File: config.mk
export PLATFORM = sky130hd
export DESIGN_NAME = alu_seq_ctrl
export DESIGN_NICKNAME = d
export VERILOG_FILES = /design/src/rtl/alu_seq_pkg.sv /design/src/rtl/alu_seq_cnt.sv /design/src/rtl/alu_seq_ctrl.sv
export SDC_FILE = /design/constraint.sdc
export NUM_CORES = 1
export LEC_CHECK = 0
export ABC_CLOCK_PERIOD_IN_PS = 6100
export BUFFER_PORTS_ARGS = -buffer_cell sky130_fd_sc_hd__buf_2
export CORE_UTILIZATION = 30
export DETAILED_ROUTE_END_ITERATION = 16
export GPL_TIMING_DRIVEN = 0
export SYNTH_ARGS = -nofsm -noshare
export SYNTH_HDL_FRONTEND = slang
export SYNTH_SLANG_ARGS = --single-unit
File: constraint.sdc
create_clock -name i_clk -period 6.1 [get_ports i_clk]
set_input_delay 1.525 -clock i_clk [delete_from_list [all_inputs] [get_ports i_clk]]
set_output_delay 1.525 -clock i_clk [all_outputs]
set_load 0.05 [all_outputs]
File: src/rtl/alu_seq_pkg.sv
// Shared op-code constants, controller state type and small helpers for alu_seq_ctrl.
package alu_seq_pkg;

    localparam logic [2:0] OP_NOP  = 3'b000;
    localparam logic [2:0] OP_ADD  = 3'b001;
    localparam logic [2:0] OP_AND  = 3'b010;
    localparam logic [2:0] OP_OR   = 3'b011;
    localparam logic [2:0] OP_XOR  = 3'b100;
    localparam logic [2:0] OP_SHL  = 3'b101;
    localparam logic [2:0] OP_SHR  = 3'b110;
    localparam logic [2:0] OP_XNOR = 3'b111;

    typedef enum logic [1:0] {
        IDLE = 2'd0,
        EXEC = 2'd1,
        DONE = 2'd2
    } state_t;

    function automatic logic is_shift(input logic [2:0] op);
        return (op == OP_SHL) || (op == OP_SHR);
    endfunction

endpackage

File: src/rtl/alu_seq_cnt.sv
// Loadable down-counter tracking the remaining EXEC cycles of the current command.
module alu_seq_cnt #(
    parameter int unsigned SHW = 5
) (
    input  logic           i_clk,
    input  logic           i_reset,
    input  logic           i_load,
    input  logic [SHW-1:0] i_load_val,
    input  logic           i_dec,
    output logic [SHW-1:0] o_count,
    output logic           o_is_one
);

    logic [SHW-1:0] r_count;

    always_ff @(posedge i_clk or posedge i_reset) begin
        if (i_reset) begin
            r_count <= '0;
        end else if (i_load) begin
            r_count <= i_load_val;
        end else if (i_dec && (r_count != '0)) begin
            r_count <= r_count - SHW'(1);
        end
    end

    assign o_count  = r_count;
    assign o_is_one = (r_count == SHW'(1));

endmodule

File: src/rtl/alu_seq_ctrl.sv
// Sequencing controller for an external combinational ALU (one shift bit per cycle).
// Optional macro ALU_SEQ_PERF_EN adds the saturating o_perf_ops handshake counter.
module alu_seq_ctrl
    import alu_seq_pkg::*;
#(
    parameter int unsigned WIDTH = 32
) (
    input  logic                     i_clk,
    input  logic                     i_reset,
    input  logic                     i_cmd_valid,
    output logic                     o_cmd_ready,
    input  logic [2:0]               i_cmd_op,
    input  logic [WIDTH-1:0]         i_cmd_a,
    input  logic [WIDTH-1:0]         i_cmd_b,
    input  logic [$clog2(WIDTH)-1:0] i_cmd_shamt,
    output logic [2:0]               o_alu_select,
    output logic [WIDTH-1:0]         o_alu_a,
    output logic [WIDTH-1:0]         o_alu_b,
    input  logic [WIDTH-1:0]         i_alu_y,
    output logic                     o_rsp_valid,
    input  logic                     i_rsp_ready,
    output logic [WIDTH-1:0]         o_rsp_data,
    output logic                     o_rsp_zero,
    output logic                     o_busy
`ifdef ALU_SEQ_PERF_EN
    ,
    output logic [15:0]              o_perf_ops
`endif
);

    localparam int unsigned SHW = $clog2(WIDTH);

    state_t           r_state;
    state_t           w_state_next;
    logic [2:0]       r_op;
    logic [WIDTH-1:0] r_b;
    logic [WIDTH-1:0] r_acc;

    logic             w_accept;
    logic             w_rsp_hs;
    logic [SHW-1:0]   w_cnt_init;
    logic [SHW-1:0]   w_count;
    logic             w_cnt_is_one;

    assign w_accept   = i_cmd_valid && (r_state == IDLE);
    assign w_rsp_hs   = i_rsp_ready && (r_state == DONE);
    assign w_cnt_init = is_shift(i_cmd_op) ? i_cmd_shamt : SHW'(1);

    alu_seq_cnt #(
        .SHW (SHW)
    ) u_cnt (
        .i_clk      (i_clk),
        .i_reset    (i_reset),
        .i_load     (w_accept),
        .i_load_val (w_cnt_init),
        .i_dec      (r_state == EXEC),
        .o_count    (w_count),
        .o_is_one   (w_cnt_is_one)
    );

    always_ff @(posedge i_clk or posedge i_reset) begin
        if (i_reset) begin
            r_state <= IDLE;
            r_op    <= OP_NOP;
            r_b     <= '0;
            r_acc   <= '0;
        end else begin
            r_state <= w_state_next;
            if (w_accept) begin
                r_op  <= i_cmd_op;
                r_b   <= i_cmd_b;
                r_acc <= i_cmd_a;
            end else if (r_state == EXEC) begin
                r_acc <= i_alu_y;
            end
        end
    end

    always_comb begin
        w_state_next = r_state;
        o_cmd_ready  = 1'b0;
        o_rsp_valid  = 1'b0;
        o_busy       = 1'b1;
        o_alu_select = OP_NOP;
        o_alu_a      = '0;
        o_alu_b      = '0;
        unique case (r_state)
            IDLE: begin
                o_cmd_ready = 1'b1;
                o_busy      = 1'b0;
                // A shift by zero has nothing to execute; present cmd_a directly.
                if (w_accept) begin
                    w_state_next = (w_cnt_init == '0) ? DONE : EXEC;
                end
            end
            EXEC: begin
                o_alu_select = r_op;
                o_alu_a      = r_acc;
                o_alu_b      = r_b;
                if (w_cnt_is_one) begin
                    w_state_next = DONE;
                end
            end
            DONE: begin
                o_rsp_valid = 1'b1;
                if (i_rsp_ready) begin
                    w_state_next = IDLE;
                end
            end
            default: begin
                w_state_next = IDLE;
            end
        endcase
    end

    // The accumulator only moves in EXEC or on accept, so it is stable throughout DONE.
    assign o_rsp_data = r_acc;
    assign o_rsp_zero = (r_acc == '0);

`ifdef ALU_SEQ_PERF_EN
    logic [15:0] r_perf_ops;

    always_ff @(posedge i_clk or posedge i_reset) begin
        if (i_reset) begin
            r_perf_ops <= '0;
        end else if (w_rsp_hs && (r_perf_ops != 16'hFFFF)) begin
            r_perf_ops <= r_perf_ops + 16'd1;
        end
    end

    assign o_perf_ops = r_perf_ops;
`else
    logic w_unused;
    assign w_unused = w_rsp_hs ^ (^w_count);
`endif

endmodule
==> tab_implementation.tex <==
\begin{tabular}{lr}
\hline
Metric & Value \\
\hline
\multicolumn{2}{l}{\textbf{Outcome}} \\
Run status & finished, final reports clean \\
\multicolumn{2}{l}{\textbf{Worst setup path}} \\
End point of the critical path & o\_alu\_a[28] \\
Critical path peak fanout & 10 \\
Max incr delay on CP & 0.42 ns \\
Master of the slowest instance on the critical path & sky130\_fd\_sc\_hd\_\_clkbuf\_1 \\
Crit path arrival time & 2.13 ns \\
Number of cells on the worst reg-to-reg path & 6 \\
Worst endpoint required time & 4.58 ns \\
Cell mode on critical path & sky130\_fd\_sc\_hd\_\_buf\_2 \\
Crit path launch & r\_state[0] \\
Critical R2R Launch & r\_state[0] \\
Ordered cell list for the critical path & buf\_6 > nor2b\_1 > buf\_2 > clkbuf\_1 > and2\_1 > buf\_2 \\
Setup slack of the worst register-to-register path & 4.25 ns \\
CP startpoint kind & register \\
Critical setup path kind & register to primary output \\
Endpoint kind of the worst setup timing path & primary output \\
Endpoint of the lowest-slack register-to-register path & r\_b[1] \\
\multicolumn{2}{l}{\textbf{Synth}} \\
Portion of synthesized cell area occupied by the leading cell type & 50.17\% \\
Post-Syn Nets & 537 \\
Average footprint of a synthesized cell & 8.664 um2 \\
Mapped Area & 3691 um2 \\
Part of the Yosys area used for sequential elements & 50.17\% \\
Library cells used by synthesis & 35 \\
Post-synthesis share of cell area spent on xor and xnor gates & 0.2373\% \\
Cell taking the most area after synthesis & sky130\_fd\_sc\_hd\_\_dfrtp\_1 \\
Fraction of the mapped netlist area in simple logic gates & 34.75\% \\
Mux contribution to synthesized area & 0\% \\
Adder-cell share of the synthesized area & 1.017\% \\
Dominant combinational cell family by area after synthesis & simple AND/OR/NAND/NOR gates \\
Cells taking the most area after synthesis & sky130\_fd\_sc\_hd\_\_dfrtp\_1 50\%, sky130\_fd\_sc\_hd\_\_nand2\_1 17\%, sky130\_fd\_sc\_hd\_\_and2\_1 12\% \\
Number of synthesized register bits & 74 \\
Mapped Cells & 426 \\
Complex-gate fraction of the synthesized area & 9.492\% \\
Yosys warns & 0 \\
\multicolumn{2}{l}{\textbf{Cells and area}} \\
Diodes inserted & 0 \\
Share of final-layout standard cells stronger than drive strength 1 & 37.98\% \\
Finished layout cell area & 5234 um2 \\
Leading cell type in the layout, fill and taps excluded & sky130\_fd\_sc\_hd\_\_buf\_2 \\
Commonest cells after routing, fill and taps aside & 221 x sky130\_fd\_sc\_hd\_\_buf\_2, 169 x sky130\_fd\_sc\_hd\_\_nand2\_1, 74 x sky130\_fd\_sc\_hd\_\_dfrtp\_1, 68 x sky130\_fd\_sc\_hd\_\_and2\_1, 32 x sky130\_fd\_sc\_hd\_\_a22oi\_1 \\
Final net count & 759 \\
Area delta synth->final & 41.80\% \\
\multicolumn{2}{l}{\textbf{Timing}} \\
Final min period & 3.654 ns \\
Headroom to the max-slew limit & 56.91\% \\
Final hold vios & 0 \\
Unrepaired setup endpoints after global routing & no \\
\# setup viols final & 0 \\
Measured slew at the worst slew-check pin & 0.6435 ns \\
Aggregate negative setup slack & 0 ns \\
Fmax & 0.2737 GHz \\
Period utilisation layout & 59.90\% \\
Min setup slack post-route & 2.446 ns \\
Final max-slew violation count & 0 \\
Worst setup skew after layout & 0.008050 ns \\
\multicolumn{2}{l}{\textbf{Place}} \\
Cell area after placement & 4956 um2 \\
Worst Setup Slack post-DPL & 2.702 ns \\
Dpl hpwl & 8666 um \\
Global placement routability congestion & 0.7706 \\
Port-buffer cells & 210 \\
\multicolumn{2}{l}{\textbf{Floorplanning}} \\
Number of standard-cell rows in the floorplan & 40 \\
Starting utilization of the core area & 30.73\% \\
Die span in x & 112.9 um \\
Floorplan die area & 12750 um2 \\
Height of the chip & 112.9 um \\
I/O pin count & 211 \\
Core area & 12010 um2 \\
\multicolumn{2}{l}{\textbf{Clocking}} \\
Number of hold-repair buffers added at the cts stage & 0 \\
Cts repair resizes & 0 \\
Clock tree from TritonCTS & done \\
Post-CTS setup buffers & 0 \\
CTS Sinks & 74 \\
Maximum level of the CTS H-tree & 3 \\
Maximum buffer depth of the clock tree & 2 \\
Worst skew pair latency & 0.33 ns \\
Clock Pin Slew Worst Setup and Hold Paths & 0.06 ns \\
Clock buffers created by TritonCTS & 9 \\
CTS root buf & sky130\_fd\_sc\_hd\_\_clkbuf\_16 \\
\multicolumn{2}{l}{\textbf{Global route}} \\
Overall track demand over capacity in global routing & 18.32\% \\
Wire length of the first global-routing pass & 18040 um \\
Antenna violations before repair & 0 \\
Number of global-route vias before repair & 3566 \\
Final global-route overflow total & 0 \\
Pin count of the biggest net entering global routing & 49 \\
\multicolumn{2}{l}{\textbf{Routing}} \\
Wire per inst & 14.09 um \\
\# DRC & 0 \\
Number of DRC markers in iteration 0 & 109 \\
Via total after detailed routing & 3727 \\
TritonRoute pass-1 iters & 4 \\
Routed wire length & 11270 um \\
Number of routed nets with antenna violations & 0 \\
Vias per inst & 4.659 \\
\multicolumn{2}{l}{\textbf{Worst hold path}} \\
Hold Path Depth & 2 \\
Type of the worst min-delay path & register to register \\
\multicolumn{2}{l}{\textbf{Flow run}} \\
Max Cap Violations & 0 \\
\hline
\end{tabular}
synth_stat cells (all sizes together):
library cell,count
nand3b,1
buf,15
nand2b,1
nand4,2
nor3,2
nor4b,2
a21oi,1
nand2,169
or2,3
nor4,11
and3,1
or3b,1
nor2,1
o22ai,1
and4,1
inv,7
and2b,1
dfrtp,74
a211o,2
ha,3
and2,69
clkbuf,11
nor3b,1
nor2b,2
xor2,1
o211a,3
a221o,3
a22oi,32
a31oi,1
or3,2
a211oi,1
o21bai,1
routing by layer:
layer	global-route usage (%)	part of all wire (%)	up-vias
met5	0	0	-
met3	4.821	7.1	11
met4	6.316	1.1	0
li1	-	-	1842
met1	22.24	44	1729
met2	31.52	48	145
cells by family (layout without fill, tap and decap cells):
family | Yosys count | count (layout)
AOI/OAI and AO/OA | 45 | 45
adders and majority gates | 3 | 3
buffers and inverters | 33 | 260
xor gates and xnor gates | 1 | 1
DFF | 74 | 74
and+or+nand+nor | 270 | 270
area by class of cell:
class                   count  area (um2)
plain buffers              26       133.9
clock buffers               9       225.2
clock inverters             7       52.55
fillers                  1226        6778
inverters                   7       28.78
multi-input cells         319        1679
flip-flops and latches     74        1852
well taps                 147       183.9
repair buffers            211        1079
worst min-delay path by stage:
stage               startpoint      end  slack, ns
finish                  r_b[6]   r_b[6]       0.47
global route           r_b[14]  r_b[14]       0.49
CTS                    r_b[26]  r_b[26]       0.47
detailed placement     r_b[26]  r_b[26]       0.45
global placement       r_b[31]  r_b[31]       0.45
floorplan              r_b[23]  r_b[23]       0.44
per-stage QoR:
stage | std cells | hold WS [ns] | util [%]
floorplan | 426 | 0.4366 | -
global placement | 783 | 0.4507 | 41.01
detailed placement | 784 | 0.4543 | 41.26
CTS | 800 | 0.4703 | 43.57
global route | 800 | 0.4892 | 43.57
finish | 800 | 0.4662 | 43.57
critical path: cells and delay by family (launching register included):
family,cells,cell delay (ns)
buf+inv,4,1.09
flops,1,0.35
simple gates,2,0.36
flip-flops by register name (all words and copies together), names as in the netlist:
name           cells
r_state            2
u_cnt.o_count      5
r_op               3
o_rsp_data        32
r_b               32
Power is left out: the tool's default activity adds up to more than one toggle a clock period on the data nets, which glitch-free logic cannot reach.
